<file path="src/rtl/mips_core_pkg.sv">
// mips_core_pkg
// Shared types for the core plus the branch-predictor helpers.
//   branch_outcome : direction encoding shared by DEC/EX (NOT_TAKEN=0, TAKEN=1)
//   bp_state_t     : predictor FSM states (table init sweep, normal run)
//   sat_update     : 2-bit saturating counter step
package mips_core_pkg;

  typedef enum logic {
    NOT_TAKEN = 1'b0,
    TAKEN     = 1'b1
  } branch_outcome;

  typedef enum logic {
    BP_INIT = 1'b0,
    BP_RUN  = 1'b1
  } bp_state_t;

  // Step a 2-bit counter toward taken (up=1) or not-taken (up=0), clamped at 3/0.
  function automatic logic [1:0] sat_update(input logic [1:0] cnt, input logic up);
    logic [1:0] res;
    res = cnt;
    if (up) begin
      if (cnt != 2'b11) res = cnt + 2'd1;
    end else begin
      if (cnt != 2'b00) res = cnt - 2'd1;
    end
    return res;
  endfunction

endpackage

</file>
<file path="src/rtl/bp_counter_table.sv">
// bp_counter_table
// 2^INDEX_WIDTH x 2-bit pattern table. No reset on storage so it maps to RAM;
// contents are defined by the predictor's init sweep.
//   clk           : clock
//   pred_addr_i   : predict-side read address (async read)
//   pred_cnt_o    : counter at pred_addr_i
//   train_addr_i  : training-side read address (async read, feeds the RMW)
//   train_cnt_o   : counter at train_addr_i
//   we_i          : write enable
//   waddr_i       : write address
//   wdata_i       : write data
// Reads return the stored value; a write lands on the next clock edge, so a
// same-cycle read of the written index sees the old counter.
module bp_counter_table #(
  parameter int INDEX_WIDTH = 10
) (
  input  logic                   clk,
  input  logic [INDEX_WIDTH-1:0] pred_addr_i,
  output logic [1:0]             pred_cnt_o,
  input  logic [INDEX_WIDTH-1:0] train_addr_i,
  output logic [1:0]             train_cnt_o,
  input  logic                   we_i,
  input  logic [INDEX_WIDTH-1:0] waddr_i,
  input  logic [1:0]             wdata_i
);

  localparam int DEPTH = 1 << INDEX_WIDTH;

  logic [1:0] mem [DEPTH];

  always_ff @(posedge clk) begin
    if (we_i) mem[waddr_i] <= wdata_i;
  end

  assign pred_cnt_o  = mem[pred_addr_i];
  assign train_cnt_o = mem[train_addr_i];

endmodule

</file>
<file path="src/rtl/gshare_branch_predictor.sv">
// gshare_branch_predictor
// Gshare direction predictor for conditional branches. DEC queries it, EX
// trains it. Index = PC word bits XOR global history; 2-bit counters.
//   clk, rst_n       : clock, async active-low reset
//   i_req_valid      : DEC has a conditional branch
//   i_req_pc         : its PC
//   i_req_stall      : DEC stalled, request is a repeat (no GHR/stat update)
//   o_prediction     : 1=TAKEN, combinational from i_req_pc and GHR
//   o_req_ghr        : GHR snapshot used for this prediction (travels to EX)
//   i_fb_valid       : EX resolved a conditional branch
//   i_fb_pc          : its PC
//   i_fb_ghr         : snapshot that came back from o_req_ghr
//   i_fb_prediction  : direction that was predicted
//   i_fb_outcome     : actual direction
//   o_ready          : init sweep finished
//   o_stat_pred      : accepted predictions (wraps)
//   o_stat_miss      : mispredicted resolutions (wraps)
module gshare_branch_predictor
  import mips_core_pkg::*;
#(
  parameter int         INDEX_WIDTH = 10,
  parameter int         GHR_WIDTH   = 10,
  parameter logic [1:0] CNT_INIT    = 2'b01
) (
  input  logic                 clk,
  input  logic                 rst_n,
  input  logic                 i_req_valid,
  input  logic [31:0]          i_req_pc,
  input  logic                 i_req_stall,
  output logic                 o_prediction,
  output logic [GHR_WIDTH-1:0] o_req_ghr,
  input  logic                 i_fb_valid,
  input  logic [31:0]          i_fb_pc,
  input  logic [GHR_WIDTH-1:0] i_fb_ghr,
  input  logic                 i_fb_prediction,
  input  logic                 i_fb_outcome,
  output logic                 o_ready,
  output logic [31:0]          o_stat_pred,
  output logic [31:0]          o_stat_miss
);

  // The shift uses GHR[GHR_WIDTH-2:0], so at least two history bits are needed.
  if (GHR_WIDTH > INDEX_WIDTH || GHR_WIDTH < 2) begin : g_bad_ghr_width
    $error("gshare_branch_predictor: GHR_WIDTH must be in 2..INDEX_WIDTH");
  end

  localparam logic [INDEX_WIDTH-1:0] LAST_IDX = {INDEX_WIDTH{1'b1}};

  bp_state_t              state_q;
  logic [INDEX_WIDTH-1:0] ptr_q;
  logic                   ready_q;
  logic [GHR_WIDTH-1:0]   ghr_q, ghr_d;
  logic [31:0]            stat_pred_q, stat_pred_d;
  logic [31:0]            stat_miss_q, stat_miss_d;

  logic                   run;
  logic [INDEX_WIDTH-1:0] req_idx, fb_idx;
  logic [1:0]             req_cnt, fb_cnt;
  logic                   accept, train, miss;
  logic                   tbl_we;
  logic [INDEX_WIDTH-1:0] tbl_waddr;
  logic [1:0]             tbl_wdata;

  assign run = (state_q == BP_RUN);

  // History is zero-extended to the index width before hashing.
  assign req_idx = i_req_pc[INDEX_WIDTH+1:2] ^ INDEX_WIDTH'(ghr_q);
  assign fb_idx  = i_fb_pc[INDEX_WIDTH+1:2]  ^ INDEX_WIDTH'(i_fb_ghr);

  bp_counter_table #(
    .INDEX_WIDTH(INDEX_WIDTH)
  ) u_table (
    .clk          (clk),
    .pred_addr_i  (req_idx),
    .pred_cnt_o   (req_cnt),
    .train_addr_i (fb_idx),
    .train_cnt_o  (fb_cnt),
    .we_i         (tbl_we),
    .waddr_i      (tbl_waddr),
    .wdata_i      (tbl_wdata)
  );

  assign o_prediction = run & req_cnt[1];
  assign o_req_ghr    = ghr_q;
  assign o_ready      = ready_q;
  assign o_stat_pred  = stat_pred_q;
  assign o_stat_miss  = stat_miss_q;

  assign accept = run & i_req_valid & ~i_req_stall;
  assign train  = run & i_fb_valid;
  assign miss   = train & (i_fb_prediction != i_fb_outcome);

  // Sweep owns the write port while initialising; training only runs after.
  always_comb begin
    tbl_we    = train;
    tbl_waddr = fb_idx;
    tbl_wdata = sat_update(fb_cnt, i_fb_outcome);
    if (!run) begin
      tbl_we    = 1'b1;
      tbl_waddr = ptr_q;
      tbl_wdata = CNT_INIT;
    end
  end

  // A repair means the branch now in DEC is wrong-path, so its speculative
  // history push is dropped; its prediction still counts as accepted.
  always_comb begin
    ghr_d       = ghr_q;
    stat_pred_d = stat_pred_q;
    stat_miss_d = stat_miss_q;
    if (accept) begin
      ghr_d       = {ghr_q[GHR_WIDTH-2:0], o_prediction};
      stat_pred_d = stat_pred_q + 32'd1;
    end
    if (miss) begin
      ghr_d       = {i_fb_ghr[GHR_WIDTH-2:0], i_fb_outcome};
      stat_miss_d = stat_miss_q + 32'd1;
    end
  end

  always_ff @(posedge clk or negedge rst_n) begin
    if (!rst_n) begin
      state_q <= BP_INIT;
      ptr_q   <= '0;
      ready_q <= 1'b0;
    end else begin
      case (state_q)
        BP_INIT: begin
          if (ptr_q == LAST_IDX) begin
            state_q <= BP_RUN;
            ready_q <= 1'b1;
          end else begin
            ptr_q <= ptr_q + 1'b1;
          end
        end
        BP_RUN: begin
          state_q <= BP_RUN;
          ready_q <= 1'b1;
        end
        default: begin
          state_q <= BP_INIT;
          ptr_q   <= '0;
          ready_q <= 1'b0;
        end
      endcase
    end
  end

  always_ff @(posedge clk or negedge rst_n) begin
    if (!rst_n) begin
      ghr_q       <= '0;
      stat_pred_q <= '0;
      stat_miss_q <= '0;
    end else begin
      ghr_q       <= ghr_d;
      stat_pred_q <= stat_pred_d;
      stat_miss_q <= stat_miss_d;
    end
  end

  // PC bits outside the index field are intentionally not hashed.
  logic unused_pc_bits;
  assign unused_pc_bits = ^{i_req_pc[31:INDEX_WIDTH+2], i_req_pc[1:0],
                            i_fb_pc[31:INDEX_WIDTH+2], i_fb_pc[1:0]};

endmodule
</file>
<file path="config.mk">
export PLATFORM = sky130hd
export DESIGN_NAME = gshare_branch_predictor
export DESIGN_NICKNAME = d
export VERILOG_FILES = /design/src/rtl/mips_core_pkg.sv /design/src/rtl/bp_counter_table.sv /design/src/rtl/gshare_branch_predictor.sv
export SDC_FILE = /design/constraint.sdc
export NUM_CORES = 2
export LEC_CHECK = 0
export ABC_AREA = 1
export CAP_MARGIN = 15
export CORE_MARGIN = 4
export CORE_UTILIZATION = 33
export DETAILED_ROUTE_END_ITERATION = 10
export PLACE_DENSITY_LB_ADDON = 0.15
export SLEW_MARGIN = 40
export SYNTH_ARGS = -nofsm -noshare
export SYNTH_HDL_FRONTEND = slang
export SYNTH_SLANG_ARGS = --single-unit
</file>
<file path="constraint.sdc">
create_clock -name clk -period 37.2 [get_ports clk]
set_input_delay 3.72 -clock clk [delete_from_list [all_inputs] [get_ports clk]]
set_output_delay 3.72 -clock clk [all_outputs]
set_load 0.02 [all_outputs]
</file>
==> reports/metrics.yaml <==
cts:
  cts_tree: "done"
  clk_latency_ns: 0.92
  clock_path_buffers: 4
  clock-root-buffer: "clkbuf_16"
  cts_resized: 0
  h-tree-depth: 4
  numCtsBuffers: 245
  clk_pin_slew_ns: 0.06
  cts_setup_buffers: 0
  cts.sinks: 2134
  cts_hold_buffers: 0
die:
  rows: 205
  io_pins: 157
  die-area_um2: 324000
  start_util_pct: 33.2
  die_h_um: 569
  die_w_um: 569
  core_area_um2: 313000
layout:
  drive_gt1_share_pct: 8.04
  layout_common_cells: "2817 x nand3_1, 2648 x nand2_1, 2048 x edfxtp_1"
  finish.instance_area_um2: 117000
  nets: 11000
  areaGrowthSynthToFinish_pct: 12.5
  stdcell_count: 15200
  layout_commonest_cell: "nand3_1"
critical_path:
  critical_path_required_ns: 33.48
  crit_type: "input pin to output pin"
  crit_path_max_fanout: 44
  crit_buf_inv: 6
  crit_top_cell: "nand3_1"
  crit_slowest_cell: "buf_4"
  crit_arrival_ns: 9.85
  startpoint_type: "input pin"
  cpPeakStageDelay_ns: 0.81
  critPathTopFamily: "buffers and inverters"
  path_cells: "clkdlybuf4s50_1, xnor2_2, buf_4, buf_4, buf_4, buf_4, nand3_1, nand3_1, nand3_1, nand3_1, nand3_1, nand3_1, nand3_1, nand3_1, nand3_1, nand2_1, nor2_1, clkdlybuf4s50_1"
  endpoint_kind: "output pin"
sta:
  grt_setup_unrepaired: "no"
  setup_violations: 0
  tns_ns: 0
  fin_crit_sh_pct: 36.5
  worstMarginPinSlew_ns: 0.993
  clock_skew_ns: 0.0741
  slew_headroom_pct: 33.8
  holdWs_ns: 0.462
  finalMaxSlewViolations: 0
  fin_crit_ns: 13.57
  fmaxAchievable_mhz: 73.7
  hold_viol_final: 0
routing:
  wl_per_cell_um: 26.4
  drc: 0
  drt-vias-per-instance: 5.49
  drt_pass1_iterations: 8
  vias: 83500
  first_iter_violations: 9850
  ant_nets: 0
  wl_mm: 401
synthesis:
  synthFlopType: "edfxtp_1"
  synth-seq-cells: 2134
  synth_area_um2: 104000
  postSynth.asyncResetShare_pct: 4.03
  post_synth_num_cell_types: 41
  synth-edff-count: 2048
  yosysTopAreaCellShare_pct: 59.2
  ys_seq_area_share_pct: 61.3
  syn_nets: 11300
  netlist_instances: 11200
  synth.avg_cell_area_um2: 9.30
  post-synth-top-area-cell: "edfxtp_1"
  synth.area.top_cells: "edfxtp_1 59%, nand3_1 14%, nand2_1 9.7%"
  yosys_warnings: 0
power_and_ir_drop:
  power_uw: 5640
  p_leak_uw: 0.0436
  peakVddDrop_mv: 0.0425
  p_per_area_nw_per_um2: 48.3
worst_hold_path:
  hp-class: "flip-flop to flip-flop"
run_status:
  status: "complete, no violations"
placed_design:
  finalWeightedCongestion: 0.834
  place_inst: 14800
  hpwl_mm: 214
  portBuffers: 112
  dpl-instance-area_um2: 109000
global_route:
  antenna_found_initial: 21
  grt_use_total_pct: 24.0
  grt_pass1_vias: 81700
  grt_max_degree: 185
  grt-ovfl-total: 0
  grt_pass1_wl_mm: 571
run:
  drv_cap: 0
[metal layers]
layer | GRT usage (%) | wire, µm | share of wire [%]
met3 | 4.19 | 34500 | 8.6
met5 | 0 | 26 | 0.0065
met1 | 31.1 | 162000 | 40
met4 | 10.2 | 19300 | 4.8
met2 | 39.6 | 186000 | 46
[final cells by class]
type                       count  area [µm²]
multi-input combinational   7328       34000
sequential                  2134       63700
clock buffer                 304        6430
timing repair buffer         332        3280
antenna                        1        2.50
inverter                     849        3250
fill                       31200      196000
tap                         4140        5180
clock inverter               138        1120
[through the flow]
step	worst slack, ns	utilization [%]
floorplan	2.96	-
CTS	23.70	37.3
global route	23.62	37.4
finish	23.63	37.4
detailed placement	23.43	34.9
global placement	22.54	34.8
[power breakdown]
group | switching [µW] | internal [µW] | leakage [µW] | total, µW
Clock | 999 | 1330 | 0.00369 | 2330
Sequential | 1.15 | 2590 | 0.0221 | 2600
Combinational | 531 | 188 | 0.0178 | 719
[registers in the layout, summed over array words and instances (netlist names)]
signal	count
o_req_ghr	10
o_ready	1
run	1
o_stat_pred	32
ptr_q	10
o_stat_miss	32
u_table.mem	2048
[cell families after synthesis]
kind of cell	synth area share (%)
DFF	61.3
xor gates and xnor gates	0.683
and+or+nand+nor	29.2
adders and majority gates	0.0361
AOI/OAI and AO/OA	2.26
buffers and inverters	6.53
[synth_stat cells, types with 4 or more instances]
cell type,n
o211ai_1,283
nand2_1,2672
nor2_1,1092
o221ai_1,8
edfxtp_1,2048
inv_1,841
nand4_1,13
nor2_2,4
inv_2,6
nor4_1,5
or2_2,250
dfrtp_1,86
buf_2,288
nand3_1,2832
buf_1,126
a21oi_1,5
o21ai_0,17
clkbuf_1,441
xor2_1,47
xnor2_1,34
nor3_1,35
[worst paths after layout]
path | start | endpoint | slack [ns] | cells past startpoint
max in group asynchronous | rst_n | ptr_q[7] | 33.58 | 2
min in group asynchronous | rst_n | o_stat_pred[31] | 2.73 | 1
worst min register to register | o_stat_miss[31] | o_stat_miss[31] | 0.46 | 1
worst min-delay path | o_stat_miss[31] | o_stat_miss[31] | 0.46 | 1
worst max-delay path | i_req_pc[3] | o_prediction | 23.63 | 18
worst max register to register | o_req_ghr[1] | o_req_ghr[0] | 31.19 | 18
(Power assumes the default switching activity.)
